<file path="src/rtl/rvfi_mon_pkg.sv">
// rvfi_mon_pkg: shared types and cause priority for the commit/halt monitor.
//   halt_cause_t : 2-bit halt cause code (NONE, SENTINEL, LOOP, TIMEOUT)
//   mon_state_t  : monitor FSM states (RUN, HALT_PEND, HALTED)
//   pick_cause() : resolves simultaneous halt conditions by priority
package rvfi_mon_pkg;

    typedef enum logic [1:0] {
        CAUSE_NONE     = 2'd0,
        CAUSE_SENTINEL = 2'd1,
        CAUSE_LOOP     = 2'd2,
        CAUSE_TIMEOUT  = 2'd3
    } halt_cause_t;

    typedef enum logic [1:0] {
        ST_RUN,
        ST_HALT_PEND,
        ST_HALTED
    } mon_state_t;

    localparam halt_cause_t PRIO_HI  = CAUSE_SENTINEL;
    localparam halt_cause_t PRIO_MID = CAUSE_LOOP;
    localparam halt_cause_t PRIO_LO  = CAUSE_TIMEOUT;

    function automatic halt_cause_t pick_cause(input logic hi, input logic mid, input logic lo);
        return hi ? PRIO_HI : mid ? PRIO_MID : lo ? PRIO_LO : CAUSE_NONE;
    endfunction

endpackage

</file>
<file path="src/rtl/lane_prefix_count.sv">
// lane_prefix_count: exclusive prefix popcount of per-lane valid bits.
//   valid  : one bit per lane, lane 0 oldest
//   prefix : per lane, number of valid lanes strictly below it (CW bits each)
//   total  : number of valid lanes
module lane_prefix_count #(
    parameter int NUM_CH = 2,
    parameter int CW     = $clog2(NUM_CH + 1)
) (
    input  logic [NUM_CH-1:0]    valid,
    output logic [NUM_CH*CW-1:0] prefix,
    output logic [CW-1:0]        total
);

    logic [CW-1:0] acc;

    always_comb begin
        acc    = '0;
        prefix = '0;
        for (int i = 0; i < NUM_CH; i++) begin
            prefix[i*CW +: CW] = acc;
            acc                = acc + CW'(valid[i]);
        end
        total = acc;
    end

endmodule

</file>
<file path="src/rtl/commit_halt_monitor.sv">
// commit_halt_monitor: assigns program-order indices to per-cycle commits and
// raises a sticky halt on sentinel match, self-looping PC or idle timeout.
//   clk, rst            : clock, synchronous active-low reset
//   commit_valid/pc/..  : NUM_CH in-order commit lanes, lane 0 oldest
//   watch_data/en       : watched register values compared against sentinel
//   lane_order          : combinational order index per lane
//   order_q, idle_cnt   : commits accepted so far, consecutive idle cycles
//   halt, halt_cause    : sticky halt and its latched cause
module commit_halt_monitor
    import rvfi_mon_pkg::*;
#(
    parameter int NUM_CH      = 2,
    parameter int XLEN        = 32,
    parameter int ORDER_W     = 64,
    parameter int NUM_WATCH   = 3,
    parameter int LOOP_THRESH = 4,
    parameter int TIMEOUT     = 100000,
    parameter int IDLE_W      = 32
) (
    input  logic                      clk,
    input  logic                      rst,
    input  logic [NUM_CH-1:0]         commit_valid,
    input  logic [NUM_CH*XLEN-1:0]    commit_pc,
    input  logic [NUM_CH*XLEN-1:0]    commit_pc_next,
    input  logic [NUM_WATCH*XLEN-1:0] watch_data,
    input  logic [NUM_WATCH-1:0]      watch_en,
    input  logic [XLEN-1:0]           sentinel,
    output logic [NUM_CH*ORDER_W-1:0] lane_order,
    output logic [ORDER_W-1:0]        order_q,
    output logic [IDLE_W-1:0]         idle_cnt,
    output logic                      halt,
    output logic [1:0]                halt_cause
);

    localparam int CW = $clog2(NUM_CH + 1);
    localparam int LW = $clog2(LOOP_THRESH + 1);
    localparam logic [IDLE_W-1:0] TMO_LAST = IDLE_W'(TIMEOUT == 0 ? 0 : TIMEOUT - 1);

    mon_state_t           state, state_nx;
    halt_cause_t          cause, cause_nx;
    logic [LW-1:0]        loop_cnt, loop_nx;
    logic [NUM_CH*CW-1:0] prefix;
    logic [CW-1:0]        total;
    logic                 any_commit, accept, sent_hit, loop_hit, tmo_hit;

    lane_prefix_count #(.NUM_CH(NUM_CH), .CW(CW)) u_prefix (
        .valid  (commit_valid),
        .prefix (prefix),
        .total  (total)
    );

    assign any_commit = |commit_valid;
    assign accept     = state != ST_HALTED;
    assign halt       = state == ST_HALTED;
    assign halt_cause = cause;
    // The TIMEOUT-th idle cycle is the one that finds idle_cnt at TIMEOUT-1.
    assign tmo_hit    = (TIMEOUT != 0) && !any_commit && idle_cnt == TMO_LAST;
    assign loop_hit   = any_commit && loop_nx >= LW'(LOOP_THRESH);

    always_comb begin
        lane_order = '0;
        for (int i = 0; i < NUM_CH; i++)
            lane_order[i*ORDER_W +: ORDER_W] = order_q + ORDER_W'(prefix[i*CW +: CW]);
    end

    // Walk lanes oldest first so the youngest valid lane decides the count.
    always_comb begin
        loop_nx = loop_cnt;
        for (int i = 0; i < NUM_CH; i++)
            if (commit_valid[i])
                loop_nx = (commit_pc[i*XLEN +: XLEN] == commit_pc_next[i*XLEN +: XLEN])
                        ? ((loop_nx == LW'(LOOP_THRESH)) ? loop_nx : loop_nx + 1'b1)
                        : '0;
    end

    always_comb begin
        sent_hit = 1'b0;
        for (int k = 0; k < NUM_WATCH; k++)
            sent_hit = sent_hit | (watch_en[k] && watch_data[k*XLEN +: XLEN] == sentinel);
    end

    always_comb begin
        state_nx = state;
        cause_nx = cause;
        case (state)
            ST_RUN: begin
                if (sent_hit || loop_hit || tmo_hit) begin
                    state_nx = ST_HALT_PEND;
                    cause_nx = pick_cause(sent_hit, loop_hit, tmo_hit);
                end
            end
            default: state_nx = ST_HALTED;
        endcase
    end

    always_ff @(posedge clk) begin
        if (!rst) begin
            state    <= ST_RUN;
            cause    <= CAUSE_NONE;
            order_q  <= '0;
            idle_cnt <= '0;
            loop_cnt <= '0;
        end else begin
            state    <= state_nx;
            cause    <= cause_nx;
            idle_cnt <= any_commit ? '0 : (&idle_cnt ? idle_cnt : idle_cnt + 1'b1);
            if (accept) begin
                order_q  <= order_q + ORDER_W'(total);
                loop_cnt <= loop_nx;
            end
        end
    end

endmodule
</file>
<file path="config.mk">
export PLATFORM = sky130hd
export DESIGN_NAME = commit_halt_monitor
export DESIGN_NICKNAME = d
export VERILOG_FILES = /design/src/rtl/rvfi_mon_pkg.sv /design/src/rtl/lane_prefix_count.sv /design/src/rtl/commit_halt_monitor.sv
export SDC_FILE = /design/constraint.sdc
export NUM_CORES = 1
export LEC_CHECK = 0
export CORE_MARGIN = 1.5
export CORE_UTILIZATION = 26
export DETAILED_ROUTE_END_ITERATION = 7
export PLACE_DENSITY_LB_ADDON = 0.12
export SYNTH_ARGS = -nofsm -noshare
export SYNTH_HDL_FRONTEND = slang
export SYNTH_HIERARCHICAL = 1
export SYNTH_SLANG_ARGS = --single-unit
</file>
<file path="constraint.sdc">
create_clock -name clk -period 3.72 [get_ports clk]
set_clock_uncertainty 0.15 [all_clocks]
set_input_delay 0.744 -clock clk [delete_from_list [all_inputs] [get_ports clk]]
set_output_delay 0.744 -clock clk [all_outputs]
set_load 0.1 [all_outputs]
</file>
[Word level (Yosys, flattened, before mapping)]
Cells that the tools add are included.
Word-level totals
  bits in registers: 103
  output and inout port bits: 227
  logic and storage cells: 52
  input port bits: 263
Operators by class
  bitwise operators: 3
  reductions and logical operators: 14
  muxes and demuxes: 11
  magnitude comparators: 1
  add/sub/neg operators: 6
  equal/unequal tests: 11
Operator list (number)
  equality test 32 bit: 5
  adder 64 x 1 -> 64 bit: 1
  adder 64 x 2 -> 64 bit: 1
  adder 32 x 1 -> 32 bit (second input constant): 1
  equality test 32 x 17 -> 1 bit (second input constant): 1
  AND reduction 32 bit: 1
  2-to-1 mux 3 bit: 6
  2-to-1 mux 2 bit: 5
  adder 3 x 1 -> 3 bit (second input constant): 2
  equality test 3 bit (second input constant): 2
  logical AND 1 bit: 5
  inequality test 2 bit (second input constant): 2
  AND reduction 2 bit: 2
  greater-or-equal comparator 3 bit (second input constant): 1
  OR reduction 3 bit: 1
  adder 1 x 1 -> 2 bit: 1
  equality test 2 bit (second input constant): 1
  logical NOT 2 bit: 1
  logical OR 1 bit: 2
  OR 1 bit: 2
  OR reduction 2 bit: 1
  logical NOT 1 bit: 1
  NOT 1 bit: 1

[Longest topological paths before layout]
  depth in word-level cells: 14
  depth in mapped cells: 11
  gate-level depth less buffers: 9

[Modules after synthesis]
Netlist, hierarchy kept.
By module, submodules not included
  commit_halt_monitor: seq. area each 2062.0 µm², cells an instance 1211, area each 9316.4 µm², times used 1
  lane_prefix_count: seq. area each 0.0 µm², cells an instance 6, area each 46.3 µm², times used 1

[Worst setup path before layout]
OpenSTA, ideal clock, no wires.
  path kind: reg2out
  start: register order_q[1]
  end: output lane_order[108]
  arrival: 4.676 ns
  required time: 2.826 ns
  stages on the path, launching flop included: 8
  path slack: -1.850 ns
  buffers on the path: 0
  path through: dfxtp_1 -> inv_1 -> fa_1 -> nand3b_1 -> nor4_1 -> nand4_1 -> or2_2 -> xnor2_1
Between the ends
  cells in the longest elaborated chain, start to end: 1
RTL lines
  start, declared: line commit_halt_monitor.sv:29  | output logic [ORDER_W-1:0] order_q,
  start signal, assigned: line commit_halt_monitor.sv:108  | order_q <= order_q + ORDER_W'(total);
  adder 64 x 1 -> 64 bit: line commit_halt_monitor.sv:63  | lane_order[i*ORDER_W +: ORDER_W] = order_q + ORDER_W'(prefix[i*CW +: CW]);
  end, declared: line commit_halt_monitor.sv:28  | output logic [NUM_CH*ORDER_W-1:0] lane_order,
Every way passes these cells.

[Final worst setup path]
  start: input commit_valid[0]
  end: output lane_order[106]
Between the ends
  cells in the longest elaborated chain, start to end: 1
RTL lines
  start, declared: line commit_halt_monitor.sv:22  | input logic [NUM_CH-1:0] commit_valid,
  adder 64 x 1 -> 64 bit: line commit_halt_monitor.sv:63
Every way passes these cells.

==> results.toml <==
[run_status]
status = "complete, but fails checks"
violations = "setup timing"

[drt]
vias_per_cell = 4.875
wl_um = 46010
drt-pass1-iter-count = 5
vias = 10760
initialDrtViolationCount = 532
drc = 0
routedWlPerCell_um = 20.84
ant_nets = 0

[synth]
synth_edf_count = 0
synth_top_area_share = 0.2226
yosysSeqAreaShare = 0.2202
synthTopCellsByArea = "xnor2_1 (22%), dfxtp_1 (22%), xor2_1 (11%), nand4_1 (6.1%), nor2_1 (5.8%)"
synth_cells = 1217
synth_most_common_cell = "xnor2_1"
synth_common_cells = "xnor2_1 (238), nor2_1 (145), xor2_1 (120), dfxtp_1 (103), nand4_1 (92)"
synth_cell_types = 56
synth-async-reset-ratio = 0
syn_avg_cell_area_um2 = 7.693
yosysTopAreaCell = "xnor2_1"
syn-cell-area_um2 = 9363
synth_top_flop_cell = "dfxtp_1"
synth-warning-count = 6
synth-seq-cells = 103

[finish]
fillers = 3488
fin_area_um2 = 17000
area_delta_synth_final_pct = 81.58
final_nets = 2017
final_util = 0.4791
final_cells = 2208
drive_above_1_share = 0.2904

[floorplanning]
row_count = 69
die_y_um = 192.8
ioPinCount = 490
die-area_um2 = 37160
die_width_um = 192.8
fp.coreArea_um2 = 35480
start_util = 0.2639

[pwr]
power.share.clock = 0.336
p_sw_w = 0.0009676
p_per_area_nw_per_um2 = 180.3
leakage_nw = 6.460
vdd_ir_drop_max_v = 0.0001983
power_frac_comb = 0.300
p_int_w = 0.002097
power_frac_seq = 0.364
switching_share = 0.3157

[clock_tree]
clk_latency_ns = 0.37
htreeDepth = 3
cts-root-buf = "clkbuf_16"
cts_tree = "built"
clockBufferDepth = 2
cts_buffers = 9
clkTransAtPathRegs_ns = 0.07
holdBufCountCts = 0
clock_sinks = 103

[global_route]
grt_pass1_vias = 10530
grt_pass1_wl_um = 66790
grt_usage = 0.2435
grt.overflow.total = 0
antenna_found_initial = 1
grt_max_degree = 68

[place]
finalWeightedCongestion = 0.9082
placed_area_um2 = 16500
dp.final_hpwl_um = 38970
dp.cells = 2179
io_buffer_count = 489

[timing]
finalSetupViolCount = 12
fin_crit_sh = 1.038
fin_crit_ns = 3.862
fin_setup_tns_ns = -1.321
hold_viol_final = 0
slew_headroom = 0.2438
worst_pin_slew_ns = 1.134
slew_viol_final = 0
hold_ws_ns = 0.3356
fmax_mhz = 258.9
rsz0062_at_grt = "true"
fin_ws_ns = -0.1419

[hold_path]
hold_class = "reg -> reg"

[setup_path]
cp-start-kind = "input port"
required_ns = 2.83
arrival_ns = 2.97
worstSetupPathType = "in -> out"
critical_path.max_fanout = 4
end_kind = "output port"

[run]
maxCapViolations = 0
-- registers in the layout, indices dropped and copies added (netlist names) --
signal	flops
order_q	64
idle_cnt	32
loop_cnt	3
halt_cause	2
state	2
-- per-layer routing --
layer / part of all wire / vias up / wire, um / track usage
li1: - / 5200 / - / -
met1: 0.40 / 5047 / 18460 / 0.2921
met2: 0.48 / 462 / 22230 / 0.4171
met3: 0.086 / 54 / 3941 / 0.06838
met4: 0.030 / 0 / 1372 / 0.07722
met5: 0 / - / 0 / 0
-- final timing paths --
| kind | start | endpoint | slack (ns) | cells past startpoint |
|---|---|---|---|---|
| hold / removal | loop_cnt[2] | loop_cnt[2] | 0.34 | 2 |
| setup / recovery | commit_valid[0] | lane_order[106] | -0.14 | 12 |
| hold reg to reg | loop_cnt[2] | loop_cnt[2] | 0.34 | 2 |
| setup reg to reg | order_q[0] | order_q[42] | 0.85 | 8 |
-- layout by cell type, fill, tap and decap left out, types with 10 or more instances in the layout --
cell	netlist	routed
clkdlybuf4s50_1	0	270
buf_4	12	249
xnor2_1	238	209
nor2_1	145	136
nand4_1	92	92
xor2_1	120	91
nand2_1	77	75
buf_12	0	67
nand3_1	58	56
dfxtp_1	103	48
dfxtp_2	0	46
nor3_1	38	36
or3_1	29	28
nor4_1	30	26
a21oi_1	25	25
and3_1	24	24
o21ai_0	22	22
xnor2_4	0	21
xor2_4	0	18
inv_1	19	17
and4_1	14	14
xor2_2	0	11
clkbuf_16	0	10
-- through the flow --
step           worst slack [ns]  total power [W]
6_report                -0.1419         0.003065
5_1_grt                 -0.2146         0.003169
4_1_cts                 -0.1890         0.003089
3_5_place_dp            -0.6719         0.002058
3_3_place_gp            -0.6698         0.002055
2_1_floorplan           -0.4320         0.001578
-- worst max-delay path: stages --
cell      delay, ns
buf_8          0.08
ha_4           0.12
inv_2          0.03
fa_2           0.36
nand3b_1       0.20
buf_6          0.15
buf_6          0.10
or3_4          0.35
or2_4          0.31
nor2_4         0.14
xor2_4         0.17
buf_12         0.19
-- timing repair --
action	in CTS	in global routing
buffers inserted	7	6
gates resized for setup	16	9
pin swaps	16	14
endpoints found under the setup margin	45	19
-- cells by family (layout without fill, tap and decap cells) --
group / after synthesis / in the layout / synth area share
fa+ha+maj: 13 / 13 / 0.01978
mux: 3 / 3 / 0.003207
xor+xnor: 358 / 358 / 0.3349
flops: 103 / 103 / 0.2202
other cells: 1 / 4 / 0.0004005
simple gates: 568 / 568 / 0.3269
compound gates: 68 / 68 / 0.04210
buf+inv: 103 / 630 / 0.05252
-- power groups by stage --
stage	combinational, W	sequential [W]	clock (W)
6_report	0.000920	0.00111	0.00103
4_1_cts	0.000925	0.00111	0.00105
3_3_place_gp	0.000914	0.00114	0
3_5_place_dp	0.000918	0.00114	0
5_1_grt	0.000973	0.00112	0.00108
2_1_floorplan	0.000397	0.00118	0
-- layout make-up --
class	count	area [um2]	area share
inverters	20	75.07	0.004416
well taps	461	576.8	0.03393
clock inverters	5	46.29	0.002723
repair buffers	594	6011	0.3535
clock buffers	11	264.0	0.01553
multi-input cells	1013	7873	0.4631
flip-flops and latches	103	2153	0.1267
diodes	1	2.502	0.0001472
Power figures use the tool's default switching activity.
